<file path="src/rtl/calc2_port_responder.sv">
// calc2_port_responder
// Two-cycle request capture (command + operand1, then operand2), a small
// arithmetic/shift unit, a response FIFO and a held output register.
//
// Ports:
//   c_clk        single clock, all state changes on its rising edge
//   reset        asynchronous, active-low reset
//   req_cmd_in   command: 0 none, 1 add, 2 sub, 5 shl, 6 shr, others invalid
//   req_data_in  operand1 in the command cycle, operand2 in the next cycle
//   req_tag_in   tag sampled together with the command
//   out_resp     0 none, 1 success, 2 overflow/underflow/invalid
//   out_data     result of the presented response
//   out_tag      tag of the presented response
//   out_ack      consumer accepts the presented response
//   q_count      results queued but not yet presented
//   drop_cnt     saturating count of results lost to a full queue
//
// QDEPTH must be a power of two, at least 2. DATA_W must be at least 5
// because shift amounts come from operand2[4:0].

module calc2_port_responder #(
   parameter int DATA_W = 32,
   parameter int TAG_W  = 2,
   parameter int QDEPTH = 4
) (
   input  logic                      c_clk,
   input  logic                      reset,
   input  logic [3:0]                req_cmd_in,
   input  logic [DATA_W-1:0]         req_data_in,
   input  logic [TAG_W-1:0]          req_tag_in,
   output logic [1:0]                out_resp,
   output logic [DATA_W-1:0]         out_data,
   output logic [TAG_W-1:0]          out_tag,
   input  logic                      out_ack,
   output logic [$clog2(QDEPTH):0]   q_count,
   output logic [7:0]                drop_cnt
);

   localparam int PW      = $clog2(QDEPTH);
   localparam int ENTRY_W = 2 + DATA_W + TAG_W;

   localparam logic [3:0] CMD_NONE = 4'd0;
   localparam logic [3:0] CMD_ADD  = 4'd1;
   localparam logic [3:0] CMD_SUB  = 4'd2;
   localparam logic [3:0] CMD_SHL  = 4'd5;
   localparam logic [3:0] CMD_SHR  = 4'd6;

   localparam logic [1:0] RESP_NONE = 2'd0;
   localparam logic [1:0] RESP_OK   = 2'd1;
   localparam logic [1:0] RESP_ERR  = 2'd2;

   localparam logic [PW:0]   FULL_CNT = (PW+1)'(QDEPTH);
   localparam logic [PW:0]   CNT_ONE  = (PW+1)'(1);
   localparam logic [PW-1:0] PTR_ONE  = PW'(1);

   typedef enum logic {IDLE, OP2} state_t;

   state_t              state;
   state_t              state_next;

   logic [3:0]          cmd_q;
   logic [DATA_W-1:0]   op1_q;
   logic [TAG_W-1:0]    tag_q;
   logic                capture;

   logic [DATA_W:0]     sum;
   logic [1:0]          res_resp;
   logic [DATA_W-1:0]   res_data;

   logic [ENTRY_W-1:0]  mem [QDEPTH];
   logic [PW-1:0]       wr_ptr;
   logic [PW-1:0]       rd_ptr;
   logic [PW:0]         count;
   logic [PW:0]         count_next;
   logic                full;
   logic                push_try;
   logic                push_ok;
   logic                pop;
   logic                drop;

   logic [1:0]          head_resp;
   logic [DATA_W-1:0]   head_data;
   logic [TAG_W-1:0]    head_tag;

   assign capture  = (state == IDLE) && (req_cmd_in != CMD_NONE);
   assign push_try = (state == OP2);
   assign full     = (count == FULL_CNT);

   // The output register takes a new head whenever it is empty or its
   // current response is being acknowledged this edge.
   assign pop     = (count != '0) && ((out_resp == RESP_NONE) || out_ack);
   // A full queue still accepts when a slot is freed at the same edge.
   assign push_ok = push_try && (!full || pop);
   assign drop    = push_try && full && !pop;

   assign {head_resp, head_data, head_tag} = mem[rd_ptr];
   assign q_count = count;

   // Capture FSM: IDLE waits for a command, OP2 lasts exactly one cycle
   // while operand2 is on the data bus; commands seen in OP2 are ignored.
   always_comb begin
      state_next = state;
      case (state)
         IDLE: if (req_cmd_in != CMD_NONE) state_next = OP2;
         OP2:  state_next = IDLE;
      endcase
   end

   always_ff @(posedge c_clk or negedge reset) begin
      if (!reset) begin
         state <= IDLE;
      end else begin
         state <= state_next;
      end
   end

   // Command, operand1 and tag are held from the command edge until the
   // operand2 edge, where they are combined with the live data bus.
   always_ff @(posedge c_clk or negedge reset) begin
      if (!reset) begin
         cmd_q <= CMD_NONE;
         op1_q <= '0;
         tag_q <= '0;
      end else if (capture) begin
         cmd_q <= req_cmd_in;
         op1_q <= req_data_in;
         tag_q <= req_tag_in;
      end
   end

   // Execute unit: operand2 is taken directly from the bus during OP2.
   // Every error result carries data 0.
   always_comb begin
      res_resp = RESP_ERR;
      res_data = '0;
      sum      = {1'b0, op1_q} + {1'b0, req_data_in};
      case (cmd_q)
         CMD_ADD: begin
            if (!sum[DATA_W]) begin
               res_resp = RESP_OK;
               res_data = sum[DATA_W-1:0];
            end
         end
         CMD_SUB: begin
            if (req_data_in <= op1_q) begin
               res_resp = RESP_OK;
               res_data = op1_q - req_data_in;
            end
         end
         CMD_SHL: begin
            res_resp = RESP_OK;
            res_data = op1_q << req_data_in[4:0];
         end
         CMD_SHR: begin
            res_resp = RESP_OK;
            res_data = op1_q >> req_data_in[4:0];
         end
         default: begin
            res_resp = RESP_ERR;
            res_data = '0;
         end
      endcase
   end

   // Queue storage carries no reset; emptiness is tracked by count alone.
   always_ff @(posedge c_clk) begin
      if (push_ok) begin
         mem[wr_ptr] <= {res_resp, res_data, tag_q};
      end
   end

   always_comb begin
      count_next = count;
      if (push_ok && !pop) begin
         count_next = count + CNT_ONE;
      end else if (!push_ok && pop) begin
         count_next = count - CNT_ONE;
      end
   end

   // Pointers wrap naturally because QDEPTH is a power of two.
   always_ff @(posedge c_clk or negedge reset) begin
      if (!reset) begin
         wr_ptr <= '0;
         rd_ptr <= '0;
         count  <= '0;
      end else begin
         if (push_ok) wr_ptr <= wr_ptr + PTR_ONE;
         if (pop)     rd_ptr <= rd_ptr + PTR_ONE;
         count <= count_next;
      end
   end

   always_ff @(posedge c_clk or negedge reset) begin
      if (!reset) begin
         drop_cnt <= 8'd0;
      end else if (drop && (drop_cnt != 8'hFF)) begin
         drop_cnt <= drop_cnt + 8'd1;
      end
   end

   // Output register: holds a response until acknowledged, then takes the
   // next head or clears; an ack with nothing presented does nothing.
   always_ff @(posedge c_clk or negedge reset) begin
      if (!reset) begin
         out_resp <= RESP_NONE;
         out_data <= '0;
         out_tag  <= '0;
      end else if (pop) begin
         out_resp <= head_resp;
         out_data <= head_data;
         out_tag  <= head_tag;
      end else if (out_ack && (out_resp != RESP_NONE)) begin
         out_resp <= RESP_NONE;
         out_data <= '0;
         out_tag  <= '0;
      end
   end

endmodule
</file>
<file path="config.mk">
export PLATFORM = sky130hd
export DESIGN_NAME = calc2_port_responder
export DESIGN_NICKNAME = d
export VERILOG_FILES = /design/src/rtl/calc2_port_responder.sv
export SDC_FILE = /design/constraint.sdc
export NUM_CORES = 1
export LEC_CHECK = 0
export ABC_AREA = 0
export BUFFER_PORTS_ARGS = -buffer_cell sky130_fd_sc_hd__buf_4
export CAP_MARGIN = 20
export CORE_UTILIZATION = 55
export DETAILED_ROUTE_END_ITERATION = 12
export PLACE_DENSITY = 0.76
export SLEW_MARGIN = 10
export SYNTH_ARGS = -nofsm -noshare
export SYNTH_HDL_FRONTEND = slang
export SYNTH_SLANG_ARGS = --single-unit
</file>
<file path="constraint.sdc">
create_clock -name c_clk -period 3.66 [get_ports c_clk]
set_clock_uncertainty 0.2 [all_clocks]
set_input_delay 0.732 -clock c_clk [delete_from_list [all_inputs] [get_ports c_clk]]
set_output_delay 0.732 -clock c_clk [all_outputs]
set_load 0.005 [all_outputs]
</file>
==> qor.yml <==
status: "complete, but fails checks"
violations: "negative setup slack"
grtUsageTotal_pct: 37.5
wl_mm: 55.6
slowest_delay_ns: 0.43
die_height_um: 169
tightest_slew_ns: 0.802
combPwrFrac_pct: 52.5
path_class: "reg2reg"
fp.dieW_um: 169
crit_required_ns: 3.70
whs_path_depth: 2
start_util_pct: 56.5
arrival_ns: 3.84
finalSetupViolCount: 103
ir_drop_mv: 0.534
drt_iter0_markers: 1783
synth.most_common_cell: "nor2_1"
synth_top_cell_area_share_pct: 28.2
synthTopCellsByArea: "edfxtp_1, dfrtp_1, mux4_2, ha_1, a21oi_1"
power_mw: 14.7
antenna_found_initial: 0
root_buffer: "clkbuf_16"
p_sw_mw: 5.70
drt-pass1-iter-count: 6
portBuffers: 87
critical_path.max_fanout: 5
ys_types: 71
cts_tree: "done"
slowest_stage: "a221o_1"
crit_path_frequent_cell: "a21o_1"
synth_edf_count: 144
grt_overflow: 0
antennaDiodeCount: 0
fin_ws_ns: -0.140
clkTransAtPathRegs_ns: 0.06
cts.sinks: 234
seq_area_um2: 6580
worstSetupStartpointType: "flop"
drive_gt1_share_pct: 37.5
endpoint_kind: "flop"
drv_slew: 0
synth.yosys.warnings: 0
num_vias: 14609
syn-cell-area_um2: 15400
synthDominantAreaCellType: "edfxtp_1"
drv_cap: 0
power_frac_seq_pct: 30.0
clkLatencyLatePin_ns: 0.54
path_delay_family: "compound AO/OA/AOI/OAI gates"
p_int_mw: 8.95
synth-async-reset-ratio_pct: 38.5
synth_area_per_cell_um2: 10.2
period_share_pct: 104
max_slew_margin_pct: 46.3
fill_cells: 1841
hpwlAfterDp_mm: 38.3
ant_nets: 0
avgViaCountPerCell: 6.41
p_leak_nw: 8.96
grt_max_degree: 85
ys_seq_area_share_pct: 42.8
htreeDepth: 1
path_cells: "ha_1 -> a21o_1 -> a21oi_2 -> o21ai_0 -> a21o_1 -> a21o_1 -> a22o_2 -> a31oi_4 -> clkbuf_16 -> o221ai_1 -> a221o_1"
grt_pass1_wl_mm: 81.8
power.density_nw_per_um2: 703
switching_share_pct: 38.9
pwr-share-clk_pct: 17.6
reg2reg_depth: 11
period_minus_slack_ns: 3.80
worst-path-stages: 11
detail_route.wl_per_cell_um: 24.4
synth.top_cells.by_count: "nor2_1, edfxtp_1, a21oi_1"
grt_pass1_vias: 14133
fin_hold_ws_ns: 0.243
ys.flop_type: "edfxtp_1"
fmax_mhz: 263
synth_seq_cells: 234
multi_input_area_um2: 8980
clock_path_buffers: 3
drc: 0
synthCells: 1502
hp-class: "in2reg"
grt_setup_unrepaired: "true"
ios: 88
core_area_um2: 27200
syn_to_final_growth_pct: 35.8
cts-buffers-inserted: 26
synth_nets: 1617
dieArea_um2: 28600
finalNetCount: 2001
hold_violations: 0
num_rows: 60
crit_buf_inv: 1
place_congestion: 1.01
what timing repair did:
| item | 4_1_cts | 5_1_grt |
|---|---|---|
| pin swaps | 18 | 55 |
| setup buffers | 7 | 15 |
| setup endpoints to repair | 40 | 128 |
| hold endpoints to repair | 25 | 0 |
| cloned | 2 | 8 |
| gates resized for setup | 22 | 94 |
| hold buffers | 1 | 0 |
cell usage in the layout, fill, tap and decap left out, types with 14 or more instances in the layout:
master	netlist	final
edfxtp_1	144	144
o22ai_1	39	30
ha_1	71	62
mux4_2	47	47
clkbuf_16	0	32
a221oi_2	0	15
mux2_2	42	42
mux2i_1	48	48
o21ai_0	95	77
a21oi_1	114	108
o21bai_1	22	20
nor3_1	16	16
a211oi_1	17	15
buf_4	0	422
nand2_1	98	95
o211ai_1	21	21
a221o_1	14	14
inv_1	77	72
dfrtp_1	90	87
a22o_1	35	34
nor2_1	146	141
nand3_1	16	16
a21o_1	30	30
nand2b_1	27	26
worst paths after layout:
kind	slack (ns)	startpoint	end
max in group asynchronous	2.01	reset	cmd_q[3]$_DFFE_PN0P_
min	0.24	req_tag_in[0]	tag_q[0]$_DFFE_PN0P_
min reg2reg	0.32	out_data[14]$_DFFE_PN0P_	out_data[14]$_DFFE_PN0P_
max reg2reg	-0.14	op1_q[25]$_DFFE_PN0P_	mem[3][29]$_DFFE_PP_
min in group asynchronous	0.51	reset	out_tag[0]$_DFFE_PN0P_
max	-0.14	op1_q[25]$_DFFE_PN0P_	mem[3][29]$_DFFE_PP_
power groups by stage:
stage	clock network [mW]	logic [mW]	registers [mW]
detailed placement	0	6.84	4.37
floorplan	0	3.85	4.22
global route	2.69	8.11	4.47
CTS	2.60	7.08	4.39
global placement	0	6.66	4.28
finish	2.57	7.69	4.39
area by class of cell:
| type | instances | area share, % |
|---|---|---|
| flip-flops and latches | 234 | 31.6 |
| well taps | 372 | 2.23 |
| clock inverters | 12 | 0.504 |
| repair buffers | 453 | 17.7 |
| inverters | 79 | 1.46 |
| multi-input cells | 1092 | 43.1 |
| clock buffers | 36 | 3.50 |
kinds of logic after synthesis:
kind of cell / count (synthesis) / share of synthesized area (%)
AOI/OAI and AO/OA: 495 / 21.8
DFF: 234 / 42.8
xor gates and xnor gates: 14 / 0.799
buffers and inverters: 179 / 4.46
muxes: 137 / 13.1
adders and majority gates: 74 / 6.18
and+or+nand+nor: 369 / 10.9
sequential cells by signal, summed over array words and instances, names as in the netlist, 3 cells and up:
register / cells
q_count: 3
op1_q: 32
drop_cnt: 8
out_data: 32
cmd_q: 4
mem: 144
worst register-to-register path, delay by kind of cell, from the launching register on:
family / cells / cell delay, ns
DFF: 1 / 0.38
adders and majority gates: 1 / 0.29
AOI/OAI and AO/OA: 9 / 2.42
buffers and inverters: 1 / 0.25
per-stage QoR:
step                      setup WS (ns)  instance area [um^2]  TNS (ns)  cells  util, %
final                            -0.140                 20900     -5.47   2278     76.7
after global routing             -0.146                 20900     -6.76   2278     76.7
after CTS                       -0.0510                 20100    -0.239   2258     73.9
after detailed placement         -0.646                 19000    -58.21   2200     70.0
after global placement           -0.615                 19000    -53.25   2200     70.0
after floorplan                  -0.512                 15800    -37.01   1502        -
per-layer routing:
layer / up-vias / global-route usage [%] / wire [um]
met5: - / 0 / 0
met4: 0 / 10.8 / 2000
met3: 168 / 4.63 / 4970
met2: 826 / 61.8 / 26200
met1: 7147 / 52.3 / 22400
li1: 6468 / - / -
Note: power is estimated with default switching activity, not from simulation.
